### config.mk
export PLATFORM = sky130hd
export DESIGN_NAME = debounce_teclado
export DESIGN_NICKNAME = d
export VERILOG_FILES = /design/src/rtl/debounce_teclado.sv
export SDC_FILE = /design/constraint.sdc
export NUM_CORES = 1
export LEC_CHECK = 0
export CAP_MARGIN = 20
export CORE_MARGIN = 4
export CORE_UTILIZATION = 62
export CTS_CLUSTER_SIZE = 25
export DETAILED_ROUTE_END_ITERATION = 10
export DONT_BUFFER_PORTS = 1
export HOLD_SLACK_MARGIN = 0.15
export PLACE_DENSITY = 0.78
export SETUP_SLACK_MARGIN = 0.05
export SLEW_MARGIN = 5
export SYNTH_ARGS = -nofsm -noshare
export SYNTH_HDL_FRONTEND = slang
export SYNTH_SLANG_ARGS = --single-unit
### constraint.sdc
create_clock -name clk -period 3.1 [get_ports clk]
set_clock_uncertainty 0.05 [all_clocks]
set_input_delay 0.62 -clock clk [delete_from_list [all_inputs] [get_ports clk]]
set_output_delay 0.62 -clock clk [all_outputs]
set_load 0.02 [all_outputs]
### src/rtl/debounce_teclado.sv
// Keypad front end: synchronises and debounces 10 raw key lines, then
// hands the BCD encoder a clean one-hot key (or nothing) plus an
// active-low valid. Multi-key presses and rollover are rejected.

// Per-key two-flop synchroniser for the asynchronous key lines.
module debounce_teclado_sync (
  input  logic clk,
  input  logic resetn,
  input  logic din,
  output logic dout
);
  logic s1;

  // Two-stage chain; only the second stage is used downstream.
  always_ff @(posedge clk) begin
    if (!resetn) begin
      s1   <= 1'b0;
      dout <= 1'b0;
    end else begin
      s1   <= din;
      dout <= s1;
    end
  end
endmodule

module debounce_teclado #(
  parameter int DEBOUNCE_CYCLES = 50000,
  parameter int CNT_W           = 16
) (
  input  logic       clk,
  input  logic       resetn,
  input  logic [9:0] teclas,
  output logic [9:0] entrada,
  output logic       enablen,
  output logic       tecla_nova,
  output logic       erro_multi
);
  localparam int NUM_KEYS = 10;
  // The counter holds the number of stable samples already seen, so a
  // decision is taken on the sample that would make it DEBOUNCE_CYCLES.
  localparam logic [CNT_W-1:0] LAST = CNT_W'(DEBOUNCE_CYCLES - 1);
  localparam logic [CNT_W-1:0] ONE  = CNT_W'(1);

  typedef enum logic [1:0] {OCIOSO, FILTRANDO, ESTAVEL, SOLTANDO} state_t;

  state_t               state;
  logic [NUM_KEYS-1:0]  sync;
  logic [NUM_KEYS-1:0]  cand;
  logic [CNT_W-1:0]     cnt;
  logic                 cand_onehot;

  for (genvar i = 0; i < NUM_KEYS; i++) begin : g_sync
    debounce_teclado_sync u_sync (
      .clk    (clk),
      .resetn (resetn),
      .din    (teclas[i]),
      .dout   (sync[i])
    );
  end

  // Exactly one bit set: non-zero and clearing the lowest set bit leaves zero.
  always_comb begin
    cand_onehot = (cand != '0) && ((cand & (cand - NUM_KEYS'(1))) == '0);
  end

  // Debounce FSM with registered outputs; the counter saturates at LAST.
  always_ff @(posedge clk) begin
    if (!resetn) begin
      state      <= OCIOSO;
      cand       <= '0;
      cnt        <= '0;
      entrada    <= '0;
      enablen    <= 1'b1;
      tecla_nova <= 1'b0;
      erro_multi <= 1'b0;
    end else begin
      tecla_nova <= 1'b0;
      case (state)
        OCIOSO: begin
          if (sync != '0) begin
            state <= FILTRANDO;
            cand  <= sync;
            cnt   <= ONE;
          end
        end
        FILTRANDO: begin
          if (sync != cand) begin
            cand <= sync;
            cnt  <= ONE;
            if (sync == '0) state <= OCIOSO;
          end else if (cnt < LAST) begin
            cnt <= cnt + ONE;
          end else begin
            cnt <= '0;
            if (cand_onehot) begin
              state      <= ESTAVEL;
              entrada    <= cand;
              enablen    <= 1'b0;
              tecla_nova <= 1'b1;
            end else begin
              state      <= SOLTANDO;
              erro_multi <= 1'b1;
            end
          end
        end
        ESTAVEL: begin
          // Any change at all (release, extra key, other key) drops the key.
          if (sync != cand) begin
            state   <= SOLTANDO;
            entrada <= '0;
            enablen <= 1'b1;
            cnt     <= '0;
          end
        end
        SOLTANDO: begin
          // Wait for every key to be released for the full debounce time.
          if (sync != '0) begin
            cnt <= '0;
          end else if (cnt < LAST) begin
            cnt <= cnt + ONE;
          end else begin
            state      <= OCIOSO;
            erro_multi <= 1'b0;
            cnt        <= '0;
          end
        end
        default: state <= OCIOSO;
      endcase
    end
  end
endmodule

# After elaboration in Yosys (flattened, before gate mapping)

Index checks and enable logic that the tools add are counted.
Widths: inputs -> output; s select.

Bits in registers: 61
Bits of input ports: 12
Output and inout port bits: 13
Logic and storage cells: 98

Add/sub/neg operators: 2
Magnitude comparators: 1
Eq/ne operators: 15
Mux-type cells: 35
Bitwise logic cells: 3
Reductions and logical operators: 15

Operator list:

| kind                  | count |
|---|---|
| $mux 16               | 5 |
| $pmux 16 s4           | 1 |
| $mux 10               | 6 |
| $pmux 10 s2           | 2 |
| $logic_not 10->1      | 2 |
| $reduce_bool 10->1    | 2 |
| $ne 2x2->1 const B    | 9 |
| $add 16x1->16 const B | 1 |
| $lt 16x16->1 const B  | 1 |
| $mux 2                | 7 |
| $reduce_and 6->1      | 2 |
| $mux 1                | 11 |
| $and 10x10->10        | 1 |
| $ne 10x10->1          | 1 |
| $sub 10x1->10 const B | 1 |
| $pmux 2 s4            | 1 |
| $ne 3x3->1 const B    | 2 |
| $reduce_bool 2->1     | 3 |
| $reduce_and 5->1      | 1 |
| $eq 2x2->1 const B    | 2 |
| $pmux 1 s2            | 2 |
| $reduce_or 4->1       | 1 |
| $reduce_and 3->1      | 1 |
| $eq 2x1->1 const B    | 1 |
| 4 further kinds       | 5 |

# Depth between registers and ports, before layout

Gate-level depths: netlist of the first run.

Depth after elaboration: 8
Mapped depth: 9
Gate-level depth less buffers: 7

# By module

From an unflattened synthesis of the first run, not the netlist that was laid out.

Cell total of the unflattened synthesis: 287
Area, all modules: 2628.8 um^2

Modules (own cells, without submodules):

| module                | times used | cells an instance | area each (um^2) | sequential area each (um^2) |
|---|---|---|---|---|
| debounce_teclado      | 1          | 247               | 2103.3           | 820.8 |
| debounce_teclado_sync | 10         | 4                 | 52.6             | 40.0 |

# Least setup slack after synthesis of the first run

OpenSTA, ideal clock, no wires.

Path kind: register -> register
From: register cnt[0]
To: register entrada[0]
Setup time: 119 ps
Arrival time: 2114 ps
Data required time: 2931 ps
Setup slack: 817 ps
Stages on the path, launching flop included: 10
Buffers on the path: 2
Clock period less this slack: 2283 ps
Cells stage by stage: dfxtp_1 ha_1 a311o_1 a211oi_1 nor3_1 nand4b_1 or2_1 buf_6 buf_6 mux2i_1

Longest elaborated chain between the ends: 3

Ends and longest elaborated chain:

| item                              | line | text |
|---|---|---|
| start: declaration                | 49   | `logic [CNT_W-1:0] cnt;` |
| start signal: assignment          | 92   | `cnt <= cnt + ONE;` |
| start signal: assignment          | 120  | `cnt <= cnt + ONE;` |
| $lt 16x16->1                      | 91   | `end else if (cnt < LAST) begin` |
| $ne 2x2->1 (no source line)       | -    |  |
| $reduce_and 5->1 (no source line) | -    |  |
| end signal: assignment            | 97   | `entrada <= cand;` |
| end: declaration                  | 33   | `output logic [9:0] entrada,` |

Every way passes these cells.
A chain may end at the register's enable or synchronous reset.

# Final worst setup path of the first run

From: register cnt[0]
To: register entrada[2]

The elaborated chain is that of the path after synthesis.

==> results of run 1 <==
## per-stage QoR
stage / setup WS, ns / utilization
3_5_place_dp: 0.606 / 0.664
3_3_place_gp: 0.655 / 0.664
6_report: 0.612 / 0.725
2_1_floorplan: 0.817 / -
4_1_cts: 0.596 / 0.725
5_1_grt: 0.416 / 0.725
## cell usage in the layout (no fill, tap or decap), drive strengths merged, types with 2 or more instances in the layout
master   n
bufinv   3
maj3     2
or4      2
clkbuf  11
and2    21
dfxtp   61
xnor2   18
a211oi   3
nand2b   2
a21oi    9
nand4    4
o21ai    5
nor3b    3
or3      4
nor3     7
o21a     3
nand2   39
nor4     6
o41ai    3
nand3b   3
o31a     2
mux2i   21
buf      6
inv      5
nand4b   3
a31oi    2
nand3    3
nor2    25
and3     4
clkinv   2
## flip-flops by register name (all words and copies together), names as in the netlist, named ones only
register	count
cand	10
tecla_nova	1
g_sync.u_sync.dout	10
g_sync.u_sync.s1	10
enablen	1
entrada	10
state	1
cnt	16
erro_multi	1
## cell type report
| cell class | instances | area, µm² | area share |
|---|---|---|---|
| Multi-Input combinational cell | 208 | 1340 | 0.457 |
| Sequential cell | 61 | 1220 | 0.415 |
| Clock buffer | 11 | 151 | 0.0515 |
| Clock inverter | 4 | 95.1 | 0.0323 |
| Tap cell | 50 | 62.6 | 0.0213 |
| Timing Repair Buffer | 6 | 45.0 | 0.0153 |
| Inverter | 6 | 22.5 | 0.00766 |
## power by group through the flow
stage / combinational (mW) / clock [mW] / sequential [mW]
2_1_floorplan: 0.118 / 0 / 0.836
3_3_place_gp: 0.143 / 0 / 0.843
3_5_place_dp: 0.145 / 0 / 0.844
4_1_cts: 0.145 / 0.879 / 0.827
5_1_grt: 0.163 / 0.918 / 0.830
6_report: 0.145 / 0.861 / 0.827
## cells by family after synthesis
group	count (synthesis)	share of synthesized area
AND/OR/NAND/NOR	130	0.257
flip-flops	61	0.462
AO/OA/AOI/OAI	35	0.0951
multiplexers	21	0.0795
XOR/XNOR	19	0.0629
buffers and inverters	18	0.0317
adder cells (fa/ha/maj)	3	0.0123
## worst max-delay path: stages, from the launching register on
cell      delay [ns]
dfxtp_1         0.34
ha_1            0.30
a311o_1         0.38
a211oi_1        0.23
nor3_1          0.07
buf_4           0.16
nand4b_1        0.12
or2_1           0.51
mux2i_1         0.25
## worst min-delay path by stage
stage / slack [ns] / from / end / cells past startpoint
after detailed placement: 0.37 / g_sync[4].u_sync.s1 / g_sync[4].u_sync.dout / 1
after CTS: 0.34 / resetn / g_sync[0].u_sync.s1 / 1
after floorplan: 0.36 / g_sync[2].u_sync.s1 / g_sync[2].u_sync.dout / 1
after global placement: 0.37 / g_sync[3].u_sync.s1 / g_sync[3].u_sync.dout / 1
final: 0.35 / resetn / g_sync[4].u_sync.s1 / 1
after global routing: 0.33 / resetn / g_sync[3].u_sync.dout / 1
## layer usage
layer | vias to the layer above | routed length, µm | track usage
li1 | 1011 | - | -
met1 | 879 | 2310 | 0.270
met2 | 53 | 2020 | 0.295
met3 | 7 | 351 | 0.0834
met4 | 0 | 70 | 0.0986
met5 | - | 0 | 0
==> summary.md, run 1 <==
| Metric | Value |
|---|---|
| Prevailing post-synth register cell | `dfxtp_1` |
| CTS tree | `yes` |
| # DRC | `0` |
| Fillers | `between 300 and 400` |
| List of most frequent post-synthesis cells | `dfxtp_1, nand2_1, nor2_1, and2_1, mux2i_1` |
| CP Capture Type | `register` |
| Crit path launch | `cnt[0]` |
| Die width | `approximately 73 µm` |
| Status | `finished clean` |
| First DRT Iteration DRCs | `164` |
| Cell Rows | `23` |
| Critical R2R Launch | `cnt[0]` |
| IO Count | `25` |
| Fin crit share | `0.803` |
| RePlAce Congestion | `~0.83` |
| Clock buffer depth | `2` |
| Fin cells | `roughly 350` |
| Share of the synthesized area in the top cell type | `0.462` |
| Die height | `73.3 µm` |
| Seq/Total Area, Yosys | `0.462` |
| P&R area growth vs syn | `11.3%` |
| Int Pwr | `1.44 mW` |
| TNS Setup | `0 ns` |
| Post-detail-place hpwl | `roughly 3300 µm` |
| Final instance area | `just under 3000 µm²` |
| Post-synth EDFFs | `0` |
| Worst-case reg-to-reg path depth | `8` |
| Reg-to-reg slack, setup | `0.61 ns` |
| LEAKAGE | `roughly 1.1 nW` |
| Clock net sink count | `between 60 and 70` |
| Hold Fails Final Rpt | `0` |
| Total grt overflow | `0` |
| Antenna Nets Post-Route | `0` |
| Via count | `1,950` |
| Max rail drop VDD | `~0.37 mV` |
| Syn Inst Count | `287` |
| Library cells used by synthesis | `47` |
| Placed Instance Area | `between 2000 and 3000 µm²` |
| Minimum clock period | `approximately 2.5 ns` |
| Mean Syn Cell Area | `approximately 9 µm²` |
| Clk root buf | `clkbuf_8` |
| Synthesized flop and latch total | `61` |
| Dpl cells | `331` |
| DRT Pass-1 Iters | `4` |
| Vias/cell | `5.64` |
| Critical-path maximum fanout | `12` |
| Sw frac | `0.212` |
| Initial Util | `0.652` |
| Sw power | `about 390 µW` |
| I/O Buffers | `0` |
| RSZ-0062 raised after global routing | `no` |
| Clock Power Share | `0.470` |
| Rel. slew slack | `0.538` |
| Inserted Diodes | `0` |
| Nets | `~310` |
| Warnings from Yosys | `0` |
| Initial antenna violation count | `0` |
| Core Footprint | `between 4000 and 5000 µm²` |
| Hold_buf cts | `0` |
| Comb power frac | `0.079` |
| Crit path kind | `reg2reg` |
| Total GRT Usage | `0.206` |
| Worst skew pair latency | `approximately 0.34 ns` |
| Synthesized Nets | `300` |
| Smallest hold slack | `0.354 ns` |
| Top cell type by total area after synthesis | `dfxtp_1` |
| Pwr dens | `approximately 620 nW/µm²` |
| Cts repair resizes | `0` |
| CTS H-Tree Depth | `3` |
| Post-CTS Setup Bufs | `0` |
| Worst Setup EP | `entrada[2]` |
| Global-route wire length before repair | `approximately 8400 µm` |
| Number of max-cap violations | `0` |
| Mapped Area | `about 2600 µm²` |
| Largest net degree at the start of global routing | `25` |
| Sequential share of power | `0.451` |
| Power Total | `roughly 1.8 mW` |
| Count leader, synth | `dfxtp_1` |
| Setup-failing EPs final | `0` |
| Number of global-route vias before repair | `between 1,500 and 2,000` |
| Arr. time, crit path | `about 2.7 ns` |
| Slew Limit Fails | `0` |
| Num CTS Buffers | `9` |
| Hold WC Path Type | `in2reg` |
| Total die area | `5370 µm²` |
| Layout cells sized above 1 | `0.0811` |
| Worst-path clk slew | `around 0.060 ns` |
| Startpoint types | `register` |
| Routed WL | `roughly 4700 µm` |
| Worst-Margin Slew | `roughly 0.69 ns` |
| Max Freq | `~400 MHz` |
| Async SR Flop Fraction | `0` |
| DR WL/cell | `about 14 µm` |
| Area contributors post-synth | `dfxtp_1, mux2i_1, xnor2_1, nand2_1, and2_1` |
| Capture point of the worst reg-to-reg path | `entrada[2]` |
| Required time of the critical path | `3.31 ns` |
(Power assumes the default switching activity.)
==> inputs of run 2 (changes only) <==
Clock period 3.1 ns to 2.4 ns, I/O delays scaled along.
==> summary.md, run 2 (synthesized netlist as in run 1, its figures left out) <==
| Metric | Value |
|---|---|
| Status | `finished clean (unchanged)` |
| Worst path cell trace | `nor4_1 > and3_1 > and2_1 > nor2_1 > a221o_2 > a31oi_1 (was ha_1 > a311o_1 > a211oi_1 > nor3_1 > buf_4 > nand4b_1 > or2_1 > mux2i_1)` |
| Pwr dens | `708 nW/µm² (was 623 nW/µm²)` |
| Hold path start | `resetn (unchanged)` |
| Dpl cells | `339 (was 331)` |
| Final core occ | `0.729 (was 0.725)` |
| Hold Fails Final Rpt | `0 (unchanged)` |
| Setup WS post-layout | `0.152 ns (was 0.612 ns)` |
| Inserted Diodes | `0 (unchanged)` |
| Initial Util | `0.652 (unchanged)` |
| Biggest register | `cnt (unchanged)` |
| Rel. slew slack | `0.505 (was 0.538)` |
| Antenna Nets Post-Route | `0 (unchanged)` |
| Max Freq | `445 MHz (was 402 MHz)` |
| Critical-path maximum fanout | `12 (unchanged)` |
| DP Worst Slack | `-0.0702 ns (was 0.606 ns)` |
| RePlAce Congestion | `0.810 (was 0.832)` |
| Clock Power Share | `0.395 (was 0.470)` |
| Comb power frac | `0.097 (was 0.079)` |
| Vias/cell | `5.57 (was 5.64)` |
| Die width | `73.3 µm (unchanged)` |
| Via count | `1,978 (was 1,950)` |
| Clock buffer depth | `2 (unchanged)` |
| I/O Buffers | `0 (unchanged)` |
| Number of global-route vias before repair | `1,773 (was 1,832)` |
| Global-route wire length before repair | `8120 µm (was 8420 µm)` |
| Min-Delay Endpoint | `g_sync[5].u_sync.dout (was g_sync[4].u_sync.s1)` |
| Worst-path clk slew | `0.07 ns (was 0.06 ns)` |
| # DRC | `0 (unchanged)` |
| CP Capture Type | `register (unchanged)` |
| Fin crit share | `0.937 (was 0.803)` |
| Worst-Margin Slew | `0.743 ns (was 0.693 ns)` |
| Cell Rows | `23 (unchanged)` |
| Arr. time, crit path | `2.46 ns (was 2.70 ns)` |
| Routed WL | `4800 µm (was 4750 µm)` |
| Post-detail-place hpwl | `3300 µm (was 3310 µm)` |
| Total die area | `5370 µm² (unchanged)` |
| Minimum clock period | `2.25 ns (was 2.49 ns)` |
| Initial antenna violation count | `0 (unchanged)` |
| Power Total | `2.09 mW (was 1.83 mW)` |
| DRT Pass-1 Iters | `4 (unchanged)` |
| Critical-path cell with the highest stage delay | `nor4_1 (was or2_1)` |
| Sequential share of power | `0.508 (was 0.451)` |
| Clk root buf | `clkbuf_8 (unchanged)` |
| Clock net sink count | `61 (unchanged)` |
| Max reg flops | `16 (unchanged)` |
| IO Count | `25 (unchanged)` |
| Die height | `73.3 µm (unchanged)` |
| Setup-failing EPs final | `0 (unchanged)` |
| Max rail drop VDD | `0.574 mV (was 0.366 mV)` |
| Int Pwr | `1.52 mW (was 1.44 mW)` |
| Core Footprint | `4060 µm² (unchanged)` |
| Fillers | `303 (was 333)` |
| Leading cell type in the layout, fill and taps excluded | `dfxtp_1 (unchanged)` |
| TNS Setup | `0 ns (unchanged)` |
| P&R area growth vs syn | `11.9% (was 11.3%)` |
| Commonest non-fill, non-tap cells in the layout | `dfxtp_1, nand2_1, nor2_1 (unchanged)` |
| Nets | `313 (was 305)` |
| Worst skew pair latency | `0.34 ns (about the same)` |
| LEAKAGE | `1.15 nW (was 1.13 nW)` |
| First DRT Iteration DRCs | `165 (was 164)` |
| Crit path kind | `reg2reg (unchanged)` |
| Number of max-cap violations | `0 (unchanged)` |
| Fin cells | `355 (was 346)` |
| RSZ-0062 raised after global routing | `yes (was no)` |
| Total GRT Usage | `0.200 (was 0.206)` |
| Capture point of the worst reg-to-reg path | `cnt[9] (was entrada[2])` |
| Total grt overflow | `0 (unchanged)` |
| Hold WC Path Type | `in2reg (unchanged)` |
| Largest net degree at the start of global routing | `25 (unchanged)` |
| CTS tree | `yes (unchanged)` |
| Max stage delay on crit path | `0.55 ns (was 0.51 ns)` |
| DR WL/cell | `13.5 µm (was 13.7 µm)` |
| Num CTS Buffers | `9 (unchanged)` |
| Startpoint types | `register (unchanged)` |
| CTS H-Tree Depth | `3 (unchanged)` |
| Sw frac | `0.272 (was 0.212)` |
| Reg-to-reg slack, setup | `0.15 ns (was 0.61 ns)` |
| Post-CTS Setup Bufs | `0 (unchanged)` |
| Sw power | `569 µW (was 388 µW)` |
| Critical R2R Launch | `g_sync[9].u_sync.dout (was cnt[0])` |
| Worst Hold Depth | `1 (unchanged)` |
| Worst-case reg-to-reg path depth | `6 (was 8)` |
| Slew Limit Fails | `0 (unchanged)` |
| Required time of the critical path | `2.62 ns (was 3.31 ns)` |
| Layout cells sized above 1 | `0.125 (was 0.0811)` |
==> run 2: cell types whose count changed in the layout (fill, tap and decap cells not counted), moves of 2 or more <==
| cell | previous run | this run |
|---|---|---|
| buf_4 | 6 | 14 |
| bufinv_16 | 3 | 0 |
| inv_6 | 0 | 3 |
| clkbuf_8 | 11 | 9 |
| clkinvlp_4 | 0 | 2 |
==> run 2: final cells by class <==
class                      count  area [µm²]  area share
timing repair buffer          14         105      0.0355
multi-input combinational    208        1370       0.462
tap                           50        62.6      0.0212
clock inverter                 7        57.6      0.0195
sequential                    61        1220       0.413
inverter                       6        22.5     0.00761
clock buffer                   9         124      0.0419
==> run 2: critical path: cells and delay by family (launching register included) <==
kind,cells,cell delay (ns)
compound gates,2,0.68
simple gates,4,1.09
flops,1,0.34
==> run 2: routing by layer <==
layer,share of wire,wire length [µm],GRT usage,up-vias
li1,-,-,-,1028
met1,0.50,2400,0.268,903
met2,0.43,2080,0.285,41
met3,0.050,242,0.0821,6
met4,0.014,65,0.0805,0
met5,0,0,0,-
==> run 2: worst max path at each step <==
stage                                from  depth (start not counted)         end  slack [ns]
detailed placement                 cnt[0]                          7  entrada[7]       -0.07
global route                      cand[2]                          6  entrada[7]        0.01
global placement                   cnt[0]                          7  entrada[5]        0.01
CTS                                cnt[0]                          7      cnt[9]        0.09
finish              g_sync[9].u_sync.dout                          6      cnt[9]        0.15
floorplan                          cnt[0]                          9  entrada[0]        0.12
==> run 2: power groups by stage <==
stage | clock, mW | sequential [mW] | combinational [mW]
final | 0.827 | 1.06 | 0.202
after global routing | 0.899 | 1.07 | 0.224
after CTS | 0.842 | 1.06 | 0.202
after detailed placement | 0 | 1.09 | 0.199
after global placement | 0 | 1.09 | 0.196
after floorplan | 0 | 1.08 | 0.152
==> run 2: metrics by stage <==
step                area (µm²)  hold WS (ns)
finish                    2960         0.209
global placement          2760         0.366
detailed placement        2760         0.367
CTS                       2950         0.196
floorplan                 2640         0.362
global route              2960         0.176
==> run 2: timing repair <==
action                     in CTS  in global routing
resized for setup               4                  2
pin swaps                       0                  1
hold buffers                    0                  0
setup endpoints to repair      13                 24
